### config.mk
export PLATFORM = sky130hd
export DESIGN_NAME = sram_arbiter
export DESIGN_NICKNAME = d
export VERILOG_FILES = /design/src/rtl/sram_arbiter.sv
export SDC_FILE = /design/constraint.sdc
export NUM_CORES = 1
export LEC_CHECK = 0
export ABC_AREA = 1
export BUFFER_PORTS_ARGS = -buffer_cell sky130_fd_sc_hd__buf_4
export CORE_MARGIN = 8
export CORE_UTILIZATION = 49
export CTS_CLUSTER_SIZE = 28
export DETAILED_ROUTE_END_ITERATION = 10
export GPL_TIMING_DRIVEN = 0
export MAX_ROUTING_LAYER = met4
export PLACE_DENSITY = 0.85
export REMOVE_ABC_BUFFERS = 1
export SLEW_MARGIN = 30
export SYNTH_ARGS = -nofsm -noshare
export SYNTH_HDL_FRONTEND = slang
export SYNTH_SLANG_ARGS = --single-unit
### constraint.sdc
create_clock -name clk -period 2.55 [get_ports clk]
set_input_delay 0.255 -clock clk [delete_from_list [all_inputs] [get_ports clk]]
set_output_delay 0.255 -clock clk [all_outputs]
set_load 0.005 [all_outputs]
### src/rtl/sram_arbiter.sv
// Two-port arbiter in front of a single-access SRAM controller: IDLE -> ISSUE -> WAIT.
// Define SRAM_ARBITER_FIXED_PRIORITY_EN to make port 0 always win (default: round-robin).
module sram_arbiter #(
    parameter int unsigned ADDR_W = 24,
    parameter int unsigned DATA_W = 8
) (
    input  logic              clk,
    input  logic              resetn,
    input  logic              req0,
    input  logic              we0,
    input  logic [ADDR_W-1:0] addr0,
    input  logic [DATA_W-1:0] wdata0,
    output logic              gnt0,
    output logic              done0,
    output logic [DATA_W-1:0] rdata0,
    input  logic              req1,
    input  logic              we1,
    input  logic [ADDR_W-1:0] addr1,
    input  logic [DATA_W-1:0] wdata1,
    output logic              gnt1,
    output logic              done1,
    output logic [DATA_W-1:0] rdata1,
    output logic              busy,
    output logic              mem_wr_en,
    output logic              mem_rd_en,
    output logic [ADDR_W-1:0] mem_addr,
    output logic [DATA_W-1:0] mem_wdata,
    input  logic [DATA_W-1:0] mem_rdata,
    input  logic              mem_completed
);

    typedef enum logic [1:0] {StIdle, StIssue, StWait} state_t;

    state_t state_q, state_d;
    logic   sel_q;
    logic   we_q;
    logic   any_req, pick1;
    logic   gnt0_d, gnt1_d, done0_d, done1_d, wr_en_d, rd_en_d;

`ifndef SRAM_ARBITER_FIXED_PRIORITY_EN
    logic   last_q;  // 1: port 1 was served last
`endif

    always_comb begin
        any_req = req0 | req1;
`ifdef SRAM_ARBITER_FIXED_PRIORITY_EN
        pick1 = ~req0;
`else
        pick1 = req1 & (~req0 | ~last_q);
`endif
    end

    // State register
    always_ff @(posedge clk or negedge resetn) begin
        if (!resetn) begin
            state_q <= StIdle;
        end else begin
            state_q <= state_d;
        end
    end

    // Next-state logic
    always_comb begin
        state_d = state_q;
        case (state_q)
            StIdle:  if (any_req) state_d = StIssue;
            StIssue: state_d = StWait;
            StWait:  if (mem_completed) state_d = StIdle;
            default: state_d = StIdle;
        endcase
    end

    // Output logic; pulses are computed here and registered below
    always_comb begin
        gnt0_d  = 1'b0;
        gnt1_d  = 1'b0;
        done0_d = 1'b0;
        done1_d = 1'b0;
        wr_en_d = 1'b0;
        rd_en_d = 1'b0;
        case (state_q)
            StIdle: begin
                if (any_req) begin
                    gnt0_d = ~pick1;
                    gnt1_d = pick1;
                end
            end
            StIssue: begin
                wr_en_d = we_q;
                rd_en_d = ~we_q;
            end
            StWait: begin
                if (mem_completed) begin
                    done0_d = ~sel_q;
                    done1_d = sel_q;
                end
            end
            default: ;
        endcase
        busy = (state_q != StIdle);
    end

    always_ff @(posedge clk or negedge resetn) begin
        if (!resetn) begin
            gnt0      <= 1'b0;
            gnt1      <= 1'b0;
            done0     <= 1'b0;
            done1     <= 1'b0;
            mem_wr_en <= 1'b0;
            mem_rd_en <= 1'b0;
            mem_addr  <= '0;
            mem_wdata <= '0;
            rdata0    <= '0;
            rdata1    <= '0;
            sel_q     <= 1'b0;
            we_q      <= 1'b0;
`ifndef SRAM_ARBITER_FIXED_PRIORITY_EN
            last_q    <= 1'b1;
`endif
        end else begin
            gnt0      <= gnt0_d;
            gnt1      <= gnt1_d;
            done0     <= done0_d;
            done1     <= done1_d;
            mem_wr_en <= wr_en_d;
            mem_rd_en <= rd_en_d;
            if (state_q == StIdle && any_req) begin
                sel_q     <= pick1;
                we_q      <= pick1 ? we1 : we0;
                mem_addr  <= pick1 ? addr1 : addr0;
                mem_wdata <= pick1 ? wdata1 : wdata0;
            end
            if (state_q == StWait && mem_completed) begin
                if (!we_q && sel_q)  rdata1 <= mem_rdata;
                if (!we_q && !sel_q) rdata0 <= mem_rdata;
`ifndef SRAM_ARBITER_FIXED_PRIORITY_EN
                last_q <= sel_q;
`endif
            end
        end
    end

endmodule
==> impl_metrics.tcl, run 1 <==
set metrics [dict create \
    slowest_stage "nand2_2" \
    synth_top_flop_cell "dfrtp_1" \
    min_period_ns 2.033 \
    ys_seq_area_frac 0.5463 \
    nFillCells 451 \
    status "finished with violations" \
    fin_crit_sh 0.7973 \
    io-pin-count 134 \
    wirelength_mm 7.984 \
    synth.distinct_cells 17 \
    worstMarginPinSlew_ns 0.8857 \
    numPortBuffers 133 \
    crit_start "last_q" \
    grt_overflow 0 \
    rows 27 \
    ant_nets 0 \
    multi_input_area_sq_mm 0.001099 \
    final_max_slew_viol_count 0 \
    place_ws_ns 0.3824 \
    htree_num_levels 3 \
    slew-limit-headroom 0.4073 \
    drive_gt1_frac 0.3251 \
    diodes 0 \
    p_leak_nw 2.254 \
    rsz0062_at_grt "no" \
    setup_viol 0 \
    initial_utilization 0.5005 \
    crit_path_end_kind "flip-flop" \
    async_reset_ff_frac 1.000 \
    post-cts-setup-buffers 0 \
    syn2layout_area_growth_pct 42.55 \
    crit_chain "nand2_2 > nand2_2 > nand2_1 > nand2_1 > nand2_1 > nand2_1" \
    worstReg2RegStart "last_q" \
    timing.final.ws_setup_ns 0.5169 \
    dp_hpwl_mm 5.759 \
    cpPeakStageDelay_ns 0.67 \
    drt-initial-drc-count 138 \
    fp.coreArea_sq_mm 0.005405 \
    netlist_top_cells_count "nand2_1 (212), dfrtp_1 (58), nand3_1 (42), buf_2 (7), nor2_1 (5)" \
    violations "hold timing" \
    synth.most_common_cell "nand2_1" \
    synth_edf_count 0 \
    grt_pass1_vias 2778 \
    r2r_cells 6 \
    crit_cells 6 \
    vias 2707 \
    wire_per_inst_um 14.39 \
    dr.pass1.iters 4 \
    syn_inst 350 \
    cp_top_family "simple AND/OR/NAND/NOR gates" \
    die_h_um 90.30 \
    worstPathBufferInverterCount 0 \
    cts-root-buf "clkbuf_8" \
    yosys.area.top_type "dfrtp_1" \
    maxCapViolCount 0 \
    cpMostUsedCell "nand2_1" \
    yosys-top-cells-area "dfrtp_1 (54%), nand2_1 (29%), nand3_1 (7.8%)" \
    synth_top_cell_area_share 0.5365 \
    startpoint_type "flip-flop" \
    path_max_fanout 35 \
    die_x_um 90.30 \
    postSynthAreaPerCell_sq_um 7.729 \
    cts_hold_buffers 0 \
    drcViolationCount 0 \
    power_density_mw_per_mm2 1052 \
    cts.sinks 59 \
    hold_violations 13 \
    cts_buffers 9 \
    yosys_register_bits 59 \
    max_freq_mhz 491.9 \
    yosys_warnings 0 \
    insertion_delay_ns 0.32 \
    ctsResizeCount 0 \
    setup-tns-final_ns 0 \
    grt_max_degree 60 \
    required_ns 2.81 \
    grt_use_total 0.2040 \
    fin_nets 557 \
    clockBufferDepth 2 \
    path_class "reg2reg" \
    grt_first_pass_wirelength_mm 13.21 \
    dieArea_sq_mm 0.008154 \
    antenna_found_initial 0 \
    path_clk_slew_ns 0.06 \
    critPathArrivalTime_ns 2.29 \
    netlist_area_sq_mm 0.002705 \
    finalClockSkew_ns 0.004872 \
    hold_class "in2async" \
    holdWs_ns -0.01761 \
    tritoncts "done" \
    gp_congestion 0.8056 \
    vias_per_cell 4.877 \
    ir_worst_vdd_mv 0.4728 \
    ff_latch_area_sq_mm 0.001478 \
]
[cell usage in the layout, fill, tap and decap left out, types with 2 or more instances in the layout]
cell type,instances
nand2_1,212
buf_4,133
dfrtp_1,58
nand3_1,42
clkbuf_8,11
nor2_1,5
nor2_2,3
inv_2,3
o21ai_0,3
clkbuf_1,3
inv_1,2
nand2_2,2
clkinv_2,2
[final timing paths]
path	to	slack (ns)
worst max-delay path	mem_addr[11]	0.52
worst min-delay path	rdata1[0]	-0.02
worst max register to register	mem_addr[11]	0.52
worst min register to register	rdata1[7]	0.47
max in group asynchronous	mem_addr[12]	2.09
min in group clk	rdata1[7]	0.15
[routing by layer]
metal / global-route usage / wire length [um] / vias up
li1: - / - / 1341
met1: 0.2485 / 3381 / 1232
met2: 0.3055 / 3789 / 122
met3: 0.07066 / 695 / 12
met4: 0.07767 / 117 / 0
met5: - / 0 / -
[state kept, by name (all words and copies together) (netlist names)]
register   cells
mem_wdata      8
gnt0           1
mem_rd_en      1
state_q        2
done0          1
gnt1           1
last_q         1
we_q           1
rdata0         8
mem_wr_en      1
rdata1         8
mem_addr      24
sel_q          1
done1          1
[area by class of cell]
cell class | count | share of cell area
Tap cell | 72 | 0.02336
Inverter | 5 | 0.004867
Sequential cell | 59 | 0.3832
Clock buffer | 14 | 0.04218
Multi-Input combinational cell | 270 | 0.2849
Clock inverter | 2 | 0.002596
Timing Repair Buffer | 133 | 0.2589
[power by group]
part           internal (mW)  leakage (nW)  switching [mW]
clock                  0.404        0.0905           0.330
combinational          0.805          1.42           0.905
sequential              1.36         0.743           0.254
[metrics by stage]
step	power, mW	cell area (sq um)	cells	utilization
3_5_place_dp	3.343	3684	539	0.6815
4_1_cts	4.105	3856	555	0.7134
2_1_floorplan	2.347	2595	334	-
5_1_grt	4.386	3856	555	0.7134
6_report	4.057	3856	555	0.7134
3_3_place_gp	3.283	3684	539	0.6815
[cell families after synthesis]
family,count (synthesis),synth area share
AND/OR/NAND/NOR,265,0.3927
flip-flops,59,0.5463
buffers and inverters,21,0.04764
AO/OA/AOI/OAI,5,0.01341
Note: power is estimated with default switching activity, not from simulation.
==> run 2, diff against run 1 <==
--- a/config.mk
+++ b/config.mk
@@ -8,12 +8,12 @@
 export ABC_AREA = 1
 export BUFFER_PORTS_ARGS = -buffer_cell sky130_fd_sc_hd__buf_4
 export CORE_MARGIN = 8
-export CORE_UTILIZATION = 49
+export CORE_UTILIZATION = 46
 export CTS_CLUSTER_SIZE = 28
 export DETAILED_ROUTE_END_ITERATION = 10
 export GPL_TIMING_DRIVEN = 0
 export MAX_ROUTING_LAYER = met4
-export PLACE_DENSITY = 0.85
+export PLACE_DENSITY = 0.8
 export REMOVE_ABC_BUFFERS = 1
 export SLEW_MARGIN = 30
 export SYNTH_ARGS = -nofsm -noshare
==> constraint.sdc (replaced) <==
create_clock -name clk -period 2 [get_ports clk]
set_input_delay 0.2 -clock clk [delete_from_list [all_inputs] [get_ports clk]]
set_output_delay 0.2 -clock clk [all_outputs]
set_load 0.005 [all_outputs]
==> impl_metrics.tcl, run 2 (synthesis results as in run 1) <==
set metrics [dict create \
    status "finished, final reports clean" \
    vias_per_cell 4.810 \
    numPortBuffers 133 \
    grt_pass1_vias 2794 \
    antenna_found_initial 0 \
    grt_max_degree 60 \
    cts_buffers 9 \
    holdWs_ns 0.08708 \
    worstMarginPinSlew_ns 0.9176 \
    power_density_mw_per_mm2 1354 \
    drt-initial-drc-count 80 \
    final_max_slew_viol_count 0 \
    top_register "mem_addr" \
    fin_crit_sh 0.9061 \
    maxUsedRoutingLayer "met4" \
    syn2layout_area_growth_pct 44.50 \
    min_period_ns 1.812 \
    gp_congestion 0.8054 \
    grt_first_pass_wirelength_mm 12.89 \
    clockBufferDepth 2 \
    cpPeakStageDelay_ns 0.78 \
    grt_overflow 0 \
    dieArea_sq_mm 0.008591 \
    io-pin-count 134 \
    p_leak_nw 2.271 \
    cts-root-buf "clkbuf_8" \
    die_x_um 92.69 \
    vias 2689 \
    fp.coreArea_sq_mm 0.005816 \
    tritoncts "done" \
    cpMostUsedCell "nand2_1" \
    maxCapViolCount 0 \
    path_clk_slew_ns 0.06 \
    die_h_um 92.69 \
    crit_path_end_kind "flip-flop" \
    routed-wl-met2_mm 3.687 \
    drcViolationCount 0 \
    path_class "in2reg" \
    wirelength_mm 7.785 \
    cp_top_family "compound AO/OA/AOI/OAI gates" \
    insertion_delay_ns 0.31 \
    fin_nets 558 \
    required_ns 2.20 \
    critPathArrivalTime_ns 2.02 \
    grt_use_total 0.1932 \
    wire_per_inst_um 13.93 \
    worstPathBufferInverterCount 2 \
    drive_gt1_frac 0.3244 \
    utilization 0.6721 \
    ant_nets 0 \
    setup_viol 0 \
    max_freq_mhz 551.8 \
    met1_length_mm 3.403 \
    dr.pass1.iters 4 \
    initial_utilization 0.4651 \
    rsz0062_at_grt "no" \
    dp_hpwl_mm 5.748 \
    path_max_fanout 37 \
    diodes 0 \
    cts.sinks 59 \
    dr_wl_met3_um 600 \
    final_common_cell "nand2_1" \
    slowest_stage "o21ai_4" \
    hold_violations 0 \
    final_cell_mix "nand2_1 (212), buf_4 (133), dfrtp_1 (58)" \
    hold_class "in2reg" \
    ir_worst_vdd_mv 0.6274 \
    startpoint_type "input pin" \
    finalClockSkew_ns 0.006667 \
    slew-limit-headroom 0.3859 \
    nFillCells 491 \
    rows 28 \
    crit_chain "buf_4 > o21ai_4 > inv_2 > nand2_1 > nand2_1" \
    htree_num_levels 3 \
    largest_reg_flops 24 \
]
==> run 2: metal layers <==
metal	global-route usage	vias up
met1	0.2255	1230
li1	-	1346
met2	0.3004	105
met4	0.07919	0
met5	-	-
met3	0.06472	8
==> run 2: path summary, 6_finish.rpt <==
| kind | from | endpoint | slack, ns | cells past startpoint |
|---|---|---|---|---|
| min in group asynchronous | resetn | state_q[0] | 0.49 | 2 |
| max | req1 | mem_wdata[2] | 0.19 | 5 |
| min reg2reg | rdata1[7] | rdata1[7] | 0.47 | 2 |
| min | mem_completed | state_q[1] | 0.09 | 2 |
| max in group asynchronous | resetn | mem_addr[14] | 1.04 | 2 |
| max reg2reg | state_q[1] | mem_wdata[2] | 0.27 | 5 |
==> run 2: cell type report <==
type,count,area (sq um),share of cell area
well taps,75,93.84,0.02401
clock buffers,14,162.7,0.04161
clock inverters,2,35.03,0.008963
flip-flops and latches,59,1478,0.3780
multi-input cells,270,1112,0.2846
repair buffers,134,1008,0.2580
inverters,5,18.77,0.004802
==> run 2: repair_timing <==
action                     in CTS  in global routing
hold endpoints to repair       58                  0
pin swaps                       0                  0
setup endpoints to repair       9                  3
setup buffers                   0                  0
hold buffers                    1                  0
resized for setup               1                  1
gates cloned                    0                  0
==> run 2: power breakdown <==
part,internal [mW],leakage (nW),switching (mW),total (mW)
registers,1.73,0.743,0.317,2.05
clock network,0.643,0.101,0.417,1.06
logic,1.03,1.43,1.15,2.18
==> run 2: worst reg2reg max path: stages (launching register included) <==
cell and delay, ns:
dfrtp_1 0.41, nor2_2 0.20, o21ai_4 0.28, inv_2 0.56
nand2_1 0.14, nand2_1 0.09
==> run 2: metrics by stage <==
step           total power, mW  setup TNS (ns)  cell area [sq um]  worst slack [ns]  instances
6_report                 5.291               0               3909            0.1877        559
2_1_floorplan            2.992               0               2595            0.4690        334
3_5_place_dp             4.270          -3.686               3687           -0.1542        542
5_1_grt                  5.736               0               3909           0.04044        559
4_1_cts                  5.362               0               3900            0.1795        559
3_3_place_gp             4.184          -3.699               3687           -0.1205        542
==> run 3, diff against run 2 <==
==> config.mk (replaced) <==
export PLATFORM = sky130hd
export DESIGN_NAME = sram_arbiter
export DESIGN_NICKNAME = d
export VERILOG_FILES = /design/src/rtl/sram_arbiter.sv
export SDC_FILE = /design/constraint.sdc
export NUM_CORES = 1
export LEC_CHECK = 0
export BUFFER_PORTS_ARGS = -buffer_cell sky130_fd_sc_hd__buf_4
export CORE_MARGIN = 8
export CORE_UTILIZATION = 44
export CTS_CLUSTER_SIZE = 28
export DETAILED_ROUTE_END_ITERATION = 10
export GPL_TIMING_DRIVEN = 0
export MAX_ROUTING_LAYER = met4
export PLACE_DENSITY_LB_ADDON = 0.25
export REMOVE_ABC_BUFFERS = 1
export SLEW_MARGIN = 30
export SYNTH_ARGS = -nofsm -noshare
export SYNTH_HDL_FRONTEND = slang
export SYNTH_SLANG_ARGS = --single-unit
export TNS_END_PERCENT = 20
==> impl_metrics.tcl, run 3 <==
set metrics [dict create \
    status "finished, final reports clean" \
    die_h_um 91.25 \
    cts_buffers 9 \
    dieArea_sq_mm 0.008326 \
    worstReg2RegStart "state_q[1]" \
    fp.coreArea_sq_mm 0.005473 \
    p_leak_nw 1.854 \
    top_register "mem_addr" \
    crit_path_end_kind "primary output" \
    synth_edf_count 0 \
    timing.final.ws_setup_ns 0.2574 \
    min_period_ns 1.743 \
    gp_congestion 0.7286 \
    slew-limit-headroom 0.5218 \
    final_max_slew_viol_count 0 \
    worstPathBufferInverterCount 2 \
    vias 2093 \
    fin_crit_sh 0.8713 \
    crit_chain "nor2_1 > inv_2 > buf_4" \
    die_x_um 91.25 \
    rsz0062_at_grt "no" \
    yosys.area.top_type "dfrtp_1" \
    finalClockSkew_ns 0.003344 \
    grt_pass1_vias 2286 \
    netlist_top_cells_count "dfrtp_1 (58), a221o_1 (33), o21a_1 (33), mux2_2 (8), mux2_4 (8)" \
    grt_max_degree 60 \
    dr.pass1.iters 4 \
    grt_first_pass_wirelength_mm 11.60 \
    max_freq_mhz 573.9 \
    required_ns 1.80 \
    fin_nets 388 \
    ctsResizeCount 0 \
    hold_class "in2reg" \
    yosys-top-cells-area "dfrtp_1 (58%), a221o_1 (13%), o21a_1 (9.9%)" \
    drive_gt1_frac 0.5382 \
    synth_top_flop_cell "dfrtp_1" \
    path_clk_slew_ns 0.06 \
    netlist_area_sq_mm 0.002491 \
    insertion_delay_ns 0.32 \
    nFillCells 431 \
    antenna_found_initial 0 \
    power_density_mw_per_mm2 1449 \
    ant_nets 0 \
    clockBufferDepth 2 \
    async_reset_ff_frac 1.000 \
    path_class "reg2out" \
    diodes 0 \
    syn2layout_area_growth_pct 47.97 \
    io-pin-count 134 \
    cts-root-buf "clkbuf_8" \
    yosys_warnings 0 \
    synth_top_cell_area_share 0.5826 \
    critPathArrivalTime_ns 1.54 \
    cp_top_family "buffers and inverters" \
    place_ws_ns 0.3196 \
    numPortBuffers 133 \
    drcViolationCount 0 \
    ir_worst_vdd_mv 0.8271 \
    grt_use_total 0.1792 \
    syn_inst 178 \
    largest_reg_flops 24 \
    vias_per_cell 5.422 \
    rows 27 \
    dp.cells 369 \
    wirelength_mm 7.164 \
    worstMarginPinSlew_ns 0.7172 \
    final_common_cell "buf_4" \
    synth.distinct_cells 23 \
    crit_start "state_q[1]" \
    htree_num_levels 3 \
    postSynthAreaPerCell_sq_um 14.00 \
    cpPeakStageDelay_ns 0.46 \
    synth.most_common_cell "dfrtp_1" \
    cts.sinks 59 \
    path_max_fanout 35 \
    drt-initial-drc-count 92 \
    setup_viol 0 \
    tritoncts "done" \
    grt_overflow 0 \
    ys_seq_area_frac 0.5932 \
    fin_cells 386 \
    slowest_stage "inv_2" \
    wire_per_inst_um 18.56 \
    final_cell_mix "buf_4 (133), dfrtp_1 (58), o21a_1 (33), a221o_1 (33), clkbuf_8 (9)" \
    maxCapViolCount 0 \
    startpoint_type "flip-flop" \
    yosys_register_bits 59 \
    hold_violations 0 \
    worstHoldStart "addr0[10]" \
    initial_utilization 0.4552 \
    dp_hpwl_mm 5.256 \
]
run 3: path summary, 6_finish.rpt:
| path | to | slack (ns) | depth (start not counted) |
|---|---|---|---|
| min | mem_addr[10] | 0.1 | 2 |
| min reg2reg | done0 | 0.47 | 1 |
| max in group asynchronous | mem_addr[14] | 1.04 | 2 |
| max reg2reg | mem_addr[14] | 0.33 | 3 |
| max | busy | 0.26 | 3 |
| min in group asynchronous | rdata1[5] | 0.49 | 2 |
run 3: what timing repair did:
action	in CTS	in global routing
setup buffers	0	0
endpoints found under the hold margin	58	0
hold buffers	1	0
run 3: per-stage QoR:
| stage | hold slack (ns) | utilization | total power, mW | cell area (sq um) | setup TNS, ns |
|---|---|---|---|---|---|
| floorplan | -0.09559 | - | 3.232 | 2396 | 0 |
| global placement | 0.3062 | 0.6367 | 4.439 | 3485 | -18.19 |
| detailed placement | 0.3090 | 0.6436 | 4.532 | 3522 | 0 |
| CTS | 0.08504 | 0.6735 | 5.415 | 3686 | 0 |
| global route | 0.08746 | 0.6735 | 5.722 | 3686 | 0 |
| finish | 0.09973 | 0.6735 | 5.343 | 3686 | 0 |
run 3: metal layers:
layer | track usage | vias to the layer above | part of all wire
met1 | 0.2210 | 1038 | 0.45
met4 | 0.07367 | 0 | 0.014
met5 | - | - | 0
li1 | - | 945 | -
met3 | 0.05514 | 10 | 0.071
met2 | 0.2672 | 100 | 0.46
run 3: area by class of cell:
class                      instances  area [sq um]  share of cell area
clock inverter                     3         15.01            0.004073
inverter                           3         11.26            0.003055
multi-input combinational        101         917.1              0.2488
tap                               72         90.09             0.02444
clock buffer                      13         138.9             0.03768
sequential                        59          1478              0.4009
timing repair buffer             135          1036              0.2811
run 3: logic make-up (layout without fill, tap and decap cells):
kind of cell,after synthesis,in the layout,share of synthesized area
and+or+nand+nor,16,16,0.03968
AOI/OAI and AO/OA,69,69,0.2401
DFF,59,59,0.5932
buffers and inverters,18,154,0.04269
muxes,16,16,0.08438
run 3: power breakdown:
group          internal (mW)  switching (mW)  leakage [nW]  total, mW
Clock                  0.444           0.419        0.0812      0.864
Combinational           1.45           0.938          1.04       2.38
Sequential              1.76           0.334         0.732       2.09
run 3: worst reg2reg max path: cells and delay by family (launching register included):
family	cells	cell delay (ns)
simple gates	2	0.89
compound gates	1	0.28
flops	1	0.43
